[config.mk]
export PLATFORM = sky130hd
export DESIGN_NAME = a2d_arbiter_flat
export DESIGN_NICKNAME = d
export VERILOG_FILES = /design/src/rtl/a2d_arb_if.sv /design/src/rtl/a2d_arbiter.sv /design/src/flat_wrapper.sv
export SDC_FILE = /design/constraint.sdc
export NUM_CORES = 1
export LEC_CHECK = 0
export ABC_AREA = 0
export CAP_MARGIN = 20
export CELL_PAD_IN_SITES_DETAIL_PLACEMENT = 2
export CELL_PAD_IN_SITES_GLOBAL_PLACEMENT = 2
export CORE_MARGIN = 5
export CORE_UTILIZATION = 31
export DETAILED_ROUTE_END_ITERATION = 8
export PLACE_DENSITY_LB_ADDON = 0.1
export REMOVE_ABC_BUFFERS = 1
export SETUP_SLACK_MARGIN = 0.05
export SLEW_MARGIN = 20
export SYNTH_ARGS = -nofsm -noshare
export SYNTH_HDL_FRONTEND = slang
export SYNTH_SLANG_ARGS = --single-unit
[constraint.sdc]
create_clock -name clk -period 2.3 [get_ports clk]
set_input_delay 0.46 -clock clk [delete_from_list [all_inputs] [get_ports clk]]
set_output_delay 0.46 -clock clk [all_outputs]
set_load 0.02 [all_outputs]
[src/rtl/a2d_arb_if.sv]
// a2d_arb_if: bundles the requester-side and A2D_intf-side signals of the
// A2D arbiter.
//   req/req_chnnl       requesters -> arbiter (level request, 3-bit channel each)
//   gnt/done/err        arbiter -> requesters (grant, completion pulse, timeout pulse)
//   res_out/busy        arbiter -> requesters (last good result, not-idle flag)
//   strt_cnv/chnnl      arbiter -> A2D_intf
//   cnv_cmplt/res       A2D_intf -> arbiter
// slave is the arbiter's view; master is the requester/A2D_intf side.
interface a2d_arb_if #(
  parameter int NUM_REQ = 3
);
  logic [NUM_REQ-1:0]      req;
  logic [NUM_REQ-1:0][2:0] req_chnnl;   // requester i occupies bits [3i+2:3i]
  logic [NUM_REQ-1:0]      gnt;
  logic [NUM_REQ-1:0]      done;
  logic                    err;
  logic [11:0]             res_out;
  logic                    busy;
  logic                    strt_cnv;
  logic [2:0]              chnnl;
  logic                    cnv_cmplt;
  logic [11:0]             res;

  modport slave (
    input  req, req_chnnl, cnv_cmplt, res,
    output gnt, done, err, res_out, busy, strt_cnv, chnnl
  );

  modport master (
    output req, req_chnnl, cnv_cmplt, res,
    input  gnt, done, err, res_out, busy, strt_cnv, chnnl
  );
endinterface

[src/rtl/a2d_arbiter.sv]
// a2d_arbiter: round-robin share of one A2D_intf among NUM_REQ requesters.
// Each granted requester gets one conversion on its channel; a watchdog
// aborts a conversion that never reports cnv_cmplt within TMO_CYCLES.
// Ports:
//   clk, rst_n   clock, asynchronous active-low reset
//   bus          a2d_arb_if.slave (requester and A2D_intf signals)
// Parameters:
//   NUM_REQ      2..4 requesters
//   TMO_CYCLES   WAIT cycles without cnv_cmplt before abort
module a2d_arbiter #(
  parameter int NUM_REQ    = 3,
  parameter int TMO_CYCLES = 4096
) (
  input  logic        clk,
  input  logic        rst_n,
  a2d_arb_if.slave    bus
);
  localparam int PW = $clog2(NUM_REQ);
  localparam int WW = ($clog2(TMO_CYCLES) > 12) ? $clog2(TMO_CYCLES) : 12;

  localparam logic [1:0] IDLE  = 2'd0;
  localparam logic [1:0] START = 2'd1;
  localparam logic [1:0] WAIT  = 2'd2;
  localparam logic [1:0] DONE  = 2'd3;

  logic [1:0]         state;
  logic [PW-1:0]      ptr;        // last served requester
  logic [PW-1:0]      win;        // requester owning the current transaction
  logic [PW-1:0]      nxt_win;
  logic               nxt_found;
  logic [PW:0]        sum;
  logic [WW-1:0]      wdog;
  logic               tmo;
  logic [NUM_REQ-1:0] gnt_q;
  logic [2:0]         chnnl_q;
  logic [11:0]        res_q;

  // Round-robin search starting just after ptr. sum is one bit wider than
  // ptr so ptr+NUM_REQ cannot wrap before the modulo correction.
  always_comb begin
    nxt_found = 1'b0;
    nxt_win   = '0;
    sum       = '0;
    for (int i = 1; i <= NUM_REQ; i++) begin
      sum = {1'b0, ptr} + (PW+1)'(i);
      if (sum >= (PW+1)'(NUM_REQ)) sum = sum - (PW+1)'(NUM_REQ);
      if (!nxt_found && bus.req[sum[PW-1:0]]) begin
        nxt_found = 1'b1;
        nxt_win   = sum[PW-1:0];
      end
    end
  end

  always_ff @(posedge clk or negedge rst_n) begin
    if (!rst_n) begin
      state   <= IDLE;
      ptr     <= PW'(NUM_REQ-1);
      win     <= '0;
      wdog    <= '0;
      tmo     <= 1'b0;
      gnt_q   <= '0;
      chnnl_q <= '0;
      res_q   <= '0;
    end else begin
      case (state)
        IDLE: if (nxt_found) begin
          win     <= nxt_win;
          gnt_q   <= {{(NUM_REQ-1){1'b0}}, 1'b1} << nxt_win;
          chnnl_q <= bus.req_chnnl[nxt_win];
          state   <= START;
        end
        START: begin
          wdog  <= '0;
          tmo   <= 1'b0;
          state <= WAIT;
        end
        WAIT: begin
          // A completion on the last watchdog cycle still counts as success.
          if (bus.cnv_cmplt) begin
            res_q <= bus.res;
            state <= DONE;
          end else if (wdog == WW'(TMO_CYCLES-1)) begin
            tmo   <= 1'b1;
            state <= DONE;
          end else begin
            wdog <= wdog + 1'b1;
          end
        end
        DONE: begin
          ptr   <= win;
          tmo   <= 1'b0;
          gnt_q <= '0;
          state <= IDLE;
        end
        default: state <= IDLE;
      endcase
    end
  end

  // Pulse outputs decode straight from state so an async reset clears them
  // in the same instant as the FSM.
  assign bus.gnt      = gnt_q;
  assign bus.done     = (state == DONE) ? gnt_q : '0;
  assign bus.err      = (state == DONE) && tmo;
  assign bus.busy     = (state != IDLE);
  assign bus.strt_cnv = (state == START);
  assign bus.chnnl    = chnnl_q;
  assign bus.res_out  = res_q;
endmodule

[src/flat_wrapper.sv]
// flat-port wrapper written by rule: the top's interface ports become plain ports
module a2d_arbiter_flat 
#(
  parameter int NUM_REQ    = 3,
  parameter int TMO_CYCLES = 4096
)
  (clk, rst_n, bus_req, bus_req_chnnl, bus_cnv_cmplt, bus_res, bus_gnt, bus_done, bus_err, bus_res_out, bus_busy, bus_strt_cnv, bus_chnnl);
  a2d_arb_if #(.NUM_REQ(NUM_REQ)) bus_i ();
  input  logic clk;
  input  logic rst_n;
  input wire logic [$bits(bus_i.req)-1:0] bus_req;
  input wire logic [$bits(bus_i.req_chnnl)-1:0] bus_req_chnnl;
  input wire logic [$bits(bus_i.cnv_cmplt)-1:0] bus_cnv_cmplt;
  input wire logic [$bits(bus_i.res)-1:0] bus_res;
  output wire logic [$bits(bus_i.gnt)-1:0] bus_gnt;
  output wire logic [$bits(bus_i.done)-1:0] bus_done;
  output wire logic [$bits(bus_i.err)-1:0] bus_err;
  output wire logic [$bits(bus_i.res_out)-1:0] bus_res_out;
  output wire logic [$bits(bus_i.busy)-1:0] bus_busy;
  output wire logic [$bits(bus_i.strt_cnv)-1:0] bus_strt_cnv;
  output wire logic [$bits(bus_i.chnnl)-1:0] bus_chnnl;
  assign bus_i.req = bus_req;
  assign bus_i.req_chnnl = bus_req_chnnl;
  assign bus_i.cnv_cmplt = bus_cnv_cmplt;
  assign bus_i.res = bus_res;
  assign bus_gnt = bus_i.gnt;
  assign bus_done = bus_i.done;
  assign bus_err = bus_i.err;
  assign bus_res_out = bus_i.res_out;
  assign bus_busy = bus_i.busy;
  assign bus_strt_cnv = bus_i.strt_cnv;
  assign bus_chnnl = bus_i.chnnl;
  a2d_arbiter #(.NUM_REQ(NUM_REQ), .TMO_CYCLES(TMO_CYCLES)) u_core (.clk(clk), .rst_n(rst_n), .bus(bus_i));
endmodule
==> metrics.md, run 1 <==
| Metric | Value |
|---|---|
| Outcome | `completed` |
| Clock skew | `about 0.011 ns` |
| Routed vias | `approximately 1800` |
| WL final | `6340 µm` |
| Fin. max-slew vios | `0` |
| I/O pin total | `51` |
| F_max | `449 MHz` |
| Sequential share of the synthesized area | `0.438` |
| Clk pin slew, worst setup/hold paths | `around 0.080 ns` |
| Setup TNS | `0 ns` |
| Tmin final | `between 2 and 2.5 ns` |
| H-Tree Depth | `2` |
| Critical path class | `flop to primary output` |
| First-pass GRT wire length | `between 10000 and 15000 µm` |
| Pwr/cell area | `1290 nW/µm²` |
| Non-Filler Instances | `~350` |
| Finished Cell Area | `approximately 3000 µm²` |
| Crit end category | `primary output` |
| Initial drt markers | `39` |
| Place WS | `-0.0291 ns` |
| CTS tree | `built` |
| Largest net degree at the start of global routing | `24` |
| Post-Syn Area | `around 2100 µm²` |
| Tightest Hold Check Type | `input pin to asynchronous set/reset pin` |
| Netlist cell types | `53` |
| Syn_area_per_cell | `between 10 and 15 µm²` |
| Die area | `between 8000 and 9000 µm²` |
| Final hold viol count | `0` |
| Syn Inst Count | `202` |
| Die Ht | `around 90 µm` |
| Part of the cycle the worst path needs | `0.968` |
| Post-route antenna net violation count | `0` |
| Placed Instances | `roughly 350` |
| Final setup vio count | `0` |
| Initial core utilization | `0.315` |
| PnR worst setup slack | `~0.074 ns` |
| Drt via density | `5.12` |
| Residual DRC | `0` |
| Overall global routing resource usage | `0.157` |
| # Max-Cap Violations | `0` |
| Root buf cell | `clkbuf_8` |
| N_diodes | `0` |
| CTS Buf Count | `5` |
| Post-DP HPWL | `~5000 µm` |
| Core Area | `about 6700 µm²` |
| Register-to-Register Path Depth | `7` |
| GPL Wtd Cong | `0.854` |
| Startpoint type of the worst setup path | `flop` |
| Area Growth Syn to Fin | `39.3%` |
| Commonest non-fill, non-tap cell in the layout | `clkdlybuf4s50_1` |
| Most used DFF post-synth | `dfrtp_1` |
| Number of synthesized flops with an enable pin | `0` |
| YS warnings | `0` |
| Hold_ws | `around 0.13 ns` |
| Placed inst area | `roughly 2800 µm²` |
| Number of global-route vias before repair | `around 2100` |
| Final nets | `~300` |
| Antenna violations before repair | `0` |
| CP max FO | `8` |
| Die W | `a little over 90 µm` |
| Slew @ Worst Pin | `roughly 0.53 ns` |
| PortBufs | `50` |
| Clk sinks | `37` |
| Wire per inst | `~18 µm` |
| Congestion Overflow GR | `0` |
| Req. time, crit path | `roughly 1.8 ns` |
| Commonest cells after routing, fill and taps aside | `clkdlybuf4s50_1 (47), dfrtp_1 (36), nand2_1 (20)` |
| Number of synthesized register bits | `37` |
| CTS Buffer Depth | `2` |
| Fin util | `0.439` |
| Num rows | `30` |
| Slew margin rel. | `0.644` |
| Arr. time, crit path | `1.77 ns` |
| Clock latency on the worst-skew pair | `0.30 ns` |
| Leak Pwr | `around 1.3 nW` |
| Layout cell share with drive strength beyond 1 | `0.201` |
| First drt pass iteration count | `4` |
| Maximum vdd drop | `around 0.00049 V` |
| RSZ-0062 raised after global routing | `true` |
| Async set-reset flop share out of synthesis | `1.00` |
| Power Total | `3.80 mW` |
-- cell type report --
class | instances | area, µm²
clock inverter | 2 | 38.8
clock buffer | 6 | 72.6
multi-input combinational | 146 | 1130
inverter | 14 | 52.6
tap | 80 | 100
sequential | 37 | 927
timing repair buffer | 68 | 632
fill | 720 | 3770
-- registers in the layout, summed over array words and instances, names as in the netlist --
name and cells:
u_core.tmo 1, u_core.bus.res_out 12, u_core.ptr 2, u_core.bus.gnt 3
u_core.wdog 12, u_core.bus.chnnl 3, u_core.state 2, u_core.win 2
-- per-layer routing --
layer | global-route usage | wire length (µm) | vias to the layer above
li1 | - | - | 862
met1 | 0.191 | 2820 | 894
met2 | 0.265 | 3090 | 41
met3 | 0.0463 | 338 | 10
met4 | 0.0537 | 93 | 0
met5 | 0 | 0 | -
-- worst max-delay path: stages, from the launching register on --
cell	delay (ns)
dfrtp_1	0.41
ha_2	0.29
and2_1	0.17
clkdlybuf4s50_1	0.60
-- cells in the mapped netlist (all sizes together), types with 4 or more instances --
library cell / number / area (µm²)
and2: 6 / 40.0
and3: 5 / 31.3
dfrtp: 36 / 901
ha: 10 / 125
inv: 14 / 52.6
mux2: 14 / 158
mux2i: 9 / 90.1
nand2: 20 / 75.1
nand2b: 6 / 40.0
nand3: 7 / 35.0
nand4: 4 / 31.3
nor2: 12 / 45.0
nor2b: 4 / 25.0
o21ai: 8 / 43.8
o221ai: 4 / 35.0
xor2: 4 / 35.0
-- timing repair --
| item | 4_1_cts | 5_1_grt |
|---|---|---|
| setup endpoints to repair | 11 | 11 |
| hold buffers | 0 | 0 |
| gates resized for setup | 4 | 2 |
| setup buffers | 0 | 0 |
| pin swaps | 1 | 0 |
| gates cloned | 0 | 0 |
-- power breakdown --
| group | switching [mW] | total [mW] | internal [mW] |
|---|---|---|---|
| combinational | 1.18 | 2.19 | 1.01 |
| sequential | 0.148 | 1.04 | 0.891 |
| clock | 0.251 | 0.577 | 0.326 |
-- path summary, 6_finish.rpt --
path	slack (ns)	start	to
max reg2reg	0.11	u_core.ptr[1]$_DFFE_PN1P_	u_core.bus.chnnl[2]$_DFFE_PN0P_
max	0.07	u_core.state[0]$_DFFE_PN0P_	bus_err
max in group asynchronous	1.54	rst_n	u_core.ptr[1]$_DFFE_PN1P_
min in group clk	0.51	u_core.win[1]$_DFFE_PN0P_	u_core.win[1]$_DFFE_PN0P_
min	0.13	rst_n	u_core.bus.res_out[0]$_DFFE_PN0P_
min reg2reg	0.51	u_core.win[1]$_DFFE_PN0P_	u_core.win[1]$_DFFE_PN0P_
-- cells by family after synthesis --
group / after synthesis / synth area share
AND/OR/NAND/NOR: 72 / 0.181
XOR/XNOR: 5 / 0.0207
buffers and inverters: 19 / 0.0378
flip-flops: 37 / 0.438
multiplexers: 23 / 0.117
adder cells (fa/ha/maj): 10 / 0.0591
AO/OA/AOI/OAI: 36 / 0.146
No activity file was read; power rests on OpenSTA's default activity.
==> run 2, diff against run 1 <==
--- a/config.mk
+++ b/config.mk
@@ -11,6 +11,7 @@
 export CELL_PAD_IN_SITES_GLOBAL_PLACEMENT = 2
 export CORE_MARGIN = 5
 export CORE_UTILIZATION = 31
+export CTS_CLUSTER_DIAMETER = 60
 export DETAILED_ROUTE_END_ITERATION = 8
 export PLACE_DENSITY_LB_ADDON = 0.1
 export REMOVE_ABC_BUFFERS = 1
==> results of run 2 <==
No change in the layout: final DEF, timing and power equal those of run 1.
==> run 3, diff against run 2 <==
--- a/config.mk
+++ b/config.mk
@@ -13,7 +13,7 @@
 export CORE_UTILIZATION = 31
 export CTS_CLUSTER_DIAMETER = 60
 export DETAILED_ROUTE_END_ITERATION = 8
-export PLACE_DENSITY_LB_ADDON = 0.1
+export PLACE_DENSITY = 0.87
 export REMOVE_ABC_BUFFERS = 1
 export SETUP_SLACK_MARGIN = 0.05
 export SLEW_MARGIN = 20
==> run 3 against run 2 <==
Effect of this change: sequential power barely moved; combinational power rose by 11%; design area rose by 2.4%; setup slack improved by 0.021 ns; clock power barely moved; sequential share of layout area fell by 0.73 points; clock skew fell by 0.0041 ns; critical path type is now flop to flop; critical endpoint is now u_core.bus.chnnl[0]$_DFFE_PN0P_; largest cell class unchanged; highest routed layer unchanged.
==> metrics.md, run 3 (synthesized netlist as in run 1, its figures left out) <==
| Metric | Value |
|---|---|
| CTS Hold Buffers Added | `0 (unchanged)` |
| Part of the cycle the worst path needs | `0.958 (-0.00926)` |
| M2 GR Usage | `0.303 (+0.0387)` |
| Hold_ws | `0.274 ns (+0.143 ns)` |
| First-pass GRT wire length | `11300 µm (+5.6%)` |
| Routed vias | `1890 (+4.6%)` |
| Overall global routing resource usage | `0.169 (+0.0122)` |
| Number of global-route vias before repair | `2132 (+1.4%)` |
| RR Endpoint | `u_core.bus.chnnl[0]$_DFFE_PN0P_` |
| WL final | `7180 µm (+13%)` |
| Met1 GRT Util | `0.191 (+0.000291)` |
| Area Growth Syn to Fin | `42.6%` |
| Congestion Overflow GR | `0 (unchanged)` |
| Startpoint type of the worst setup path | `flop` |
| Initial core utilization | `0.315 (unchanged)` |
| N_diodes | `0 (unchanged)` |
| Final nets | `307 (-0.65%)` |
| Clock latency on the worst-skew pair | `0.30 ns (about the same)` |
| Register-to-Register Path Depth | `7 (unchanged)` |
| Slew @ Worst Pin | `0.866 ns (+0.332 ns)` |
| Slew margin rel. | `0.423 (-0.221)` |
| Placed inst area | `2780 µm² (-1.3%)` |
| CTS Buffer Depth | `2 (unchanged)` |
| First drt pass iteration count | `4 (unchanged)` |
| Pwr/cell area | `1350 nW/µm² (+4.6%)` |
| Fin. max-slew vios | `0 (unchanged)` |
| CP Cell Sequence | `inv_4 > ha_4 > buf_6 > or4_4 > o211ai_4 > mux2i_1 > o221ai_1` |
| Clock skew | `0.00721 ns (-0.00411 ns)` |
| Drt via density | `5.38 (+5.2%)` |
| CTS Buf Count | `5 (unchanged)` |
| CP max FO | `5 (-3)` |
| PortBufs | `50 (unchanged)` |
| Outcome | `completed` |
| Finished Cell Area | `3020 µm² (+2.4%)` |
| Final hold viol count | `0 (unchanged)` |
| Root buf cell | `clkbuf_8` |
| CP delay by family, top | `flip-flops` |
| Wire per inst | `20.4 µm (+14%)` |
| Die Ht | `92.7 µm (unchanged)` |
| Post-DP HPWL | `5000 µm (+0.28%)` |
| Maximum vdd drop | `0.000442 V (-9.0%)` |
| Leak Pwr | `1.32 nW (-0.20%)` |
| Busiest grt layer | `met2` |
| Req. time, crit path | `2.47 ns (+0.63 ns)` |
| Clk pin slew, worst setup/hold paths | `0.08 ns (about the same)` |
| Worst reg2reg startpoint | `u_core.ptr[1]$_DFFE_PN1P_` |
| Largest net degree at the start of global routing | `38 (+58%)` |
| Tmin final | `2.20 ns (-0.0213 ns)` |
| Num rows | `30 (unchanged)` |
| Core Area | `6720 µm² (unchanged)` |
| CTS tree | `built` |
| Layout cell share with drive strength beyond 1 | `0.232 (+0.0310)` |
| Tightest Hold Check Type | `input pin to asynchronous set/reset pin` |
| GPL Wtd Cong | `0.828 (-3.0%)` |
| Antenna violations before repair | `0 (unchanged)` |
| RSZ-0062 raised after global routing | `true` |
| Fin util | `0.450 (+0.0104)` |
| Critical path class | `flop to flop` |
| Clk sinks | `37 (unchanged)` |
| Die area | `8590 µm² (unchanged)` |
| Post-route antenna net violation count | `0 (unchanged)` |
| Crit end category | `flop` |
| Worst path max stage delay | `0.60 ns (about the same)` |
| CP Buf/Inv Count | `2 (+1)` |
| Arr. time, crit path | `2.37 ns (+0.60 ns)` |
| Met3 GRT Util | `0.0496 (+0.00325)` |
| I/O pin total | `51 (unchanged)` |
| Power Total | `4.08 mW (+7.1%)` |
| CP Depth | `7 (+4)` |
| Commonest non-fill, non-tap cell in the layout | `clkdlybuf4s50_1` |
| F_max | `454 MHz (+0.97%)` |
| Slowest cell on crit path | `dfstp_2` |
| H-Tree Depth | `2 (unchanged)` |
| Final setup vio count | `0 (unchanged)` |
| Initial drt markers | `33 (-15%)` |
| Die W | `92.7 µm (unchanged)` |
| Commonest cells after routing, fill and taps aside | `clkdlybuf4s50_1 (48), dfrtp_1 (36), nand2_1 (20)` |
| Residual DRC | `0 (unchanged)` |
| Flop-to-flop setup slack | `0.1 ns (about the same)` |
| # Max-Cap Violations | `0 (unchanged)` |
==> run 3: what timing repair did <==
item | CTS | global route
pin swaps | 1 | 7
setup buffers | 0 | 3
endpoints found under the setup margin | 9 | 10
resized for setup | 4 | 18
==> run 3: through the flow <==
stage,instances,setup slack [ns],TNS (ns)
global placement,340,0.0367,0
CTS,348,0.0502,0
global route,351,-0.00802,-0.00802
finish,351,0.0955,0
detailed placement,340,-0.106,-0.256
floorplan,197,0.221,0
==> run 3: how the worst max path moves through the flow <==
stage | endpoint | start
6_report | u_core.bus.chnnl[0]$_DFFE_PN0P_ | u_core.ptr[1]$_DFFE_PN1P_
2_1_floorplan | u_core.bus.chnnl[2]$_DFFE_PN0P_ | u_core.ptr[1]$_DFFE_PN1P_
3_5_place_dp | u_core.bus.chnnl[0]$_DFFE_PN0P_ | bus_req[1]
4_1_cts | u_core.bus.chnnl[0]$_DFFE_PN0P_ | u_core.ptr[1]$_DFFE_PN1P_
5_1_grt | u_core.bus.chnnl[0]$_DFFE_PN0P_ | u_core.ptr[1]$_DFFE_PN1P_
3_3_place_gp | u_core.bus.gnt[1]$_DFFE_PN0P_ | bus_req[1]
==> run 3: layout make-up <==
type                            instances  area (µm²)
Sequential cell                        37         927
Clock inverter                          2        38.8
Fill cell                             684        3700
Tap cell                               80         100
Timing Repair Buffer                   66         634
Inverter                               14        55.1
Multi-Input combinational cell        146        1190
Clock buffer                            6        72.6
==> run 3: layer usage <==
layer | share of wire | up-vias
li1 | - | 860
met1 | 0.40 | 957
met2 | 0.52 | 54
met3 | 0.045 | 19
met4 | 0.031 | 0
met5 | 0 | -
==> run 3: power breakdown <==
part | switching, mW | internal (mW)
registers | 0.164 | 0.890
clock network | 0.254 | 0.326
logic | 1.28 | 1.16
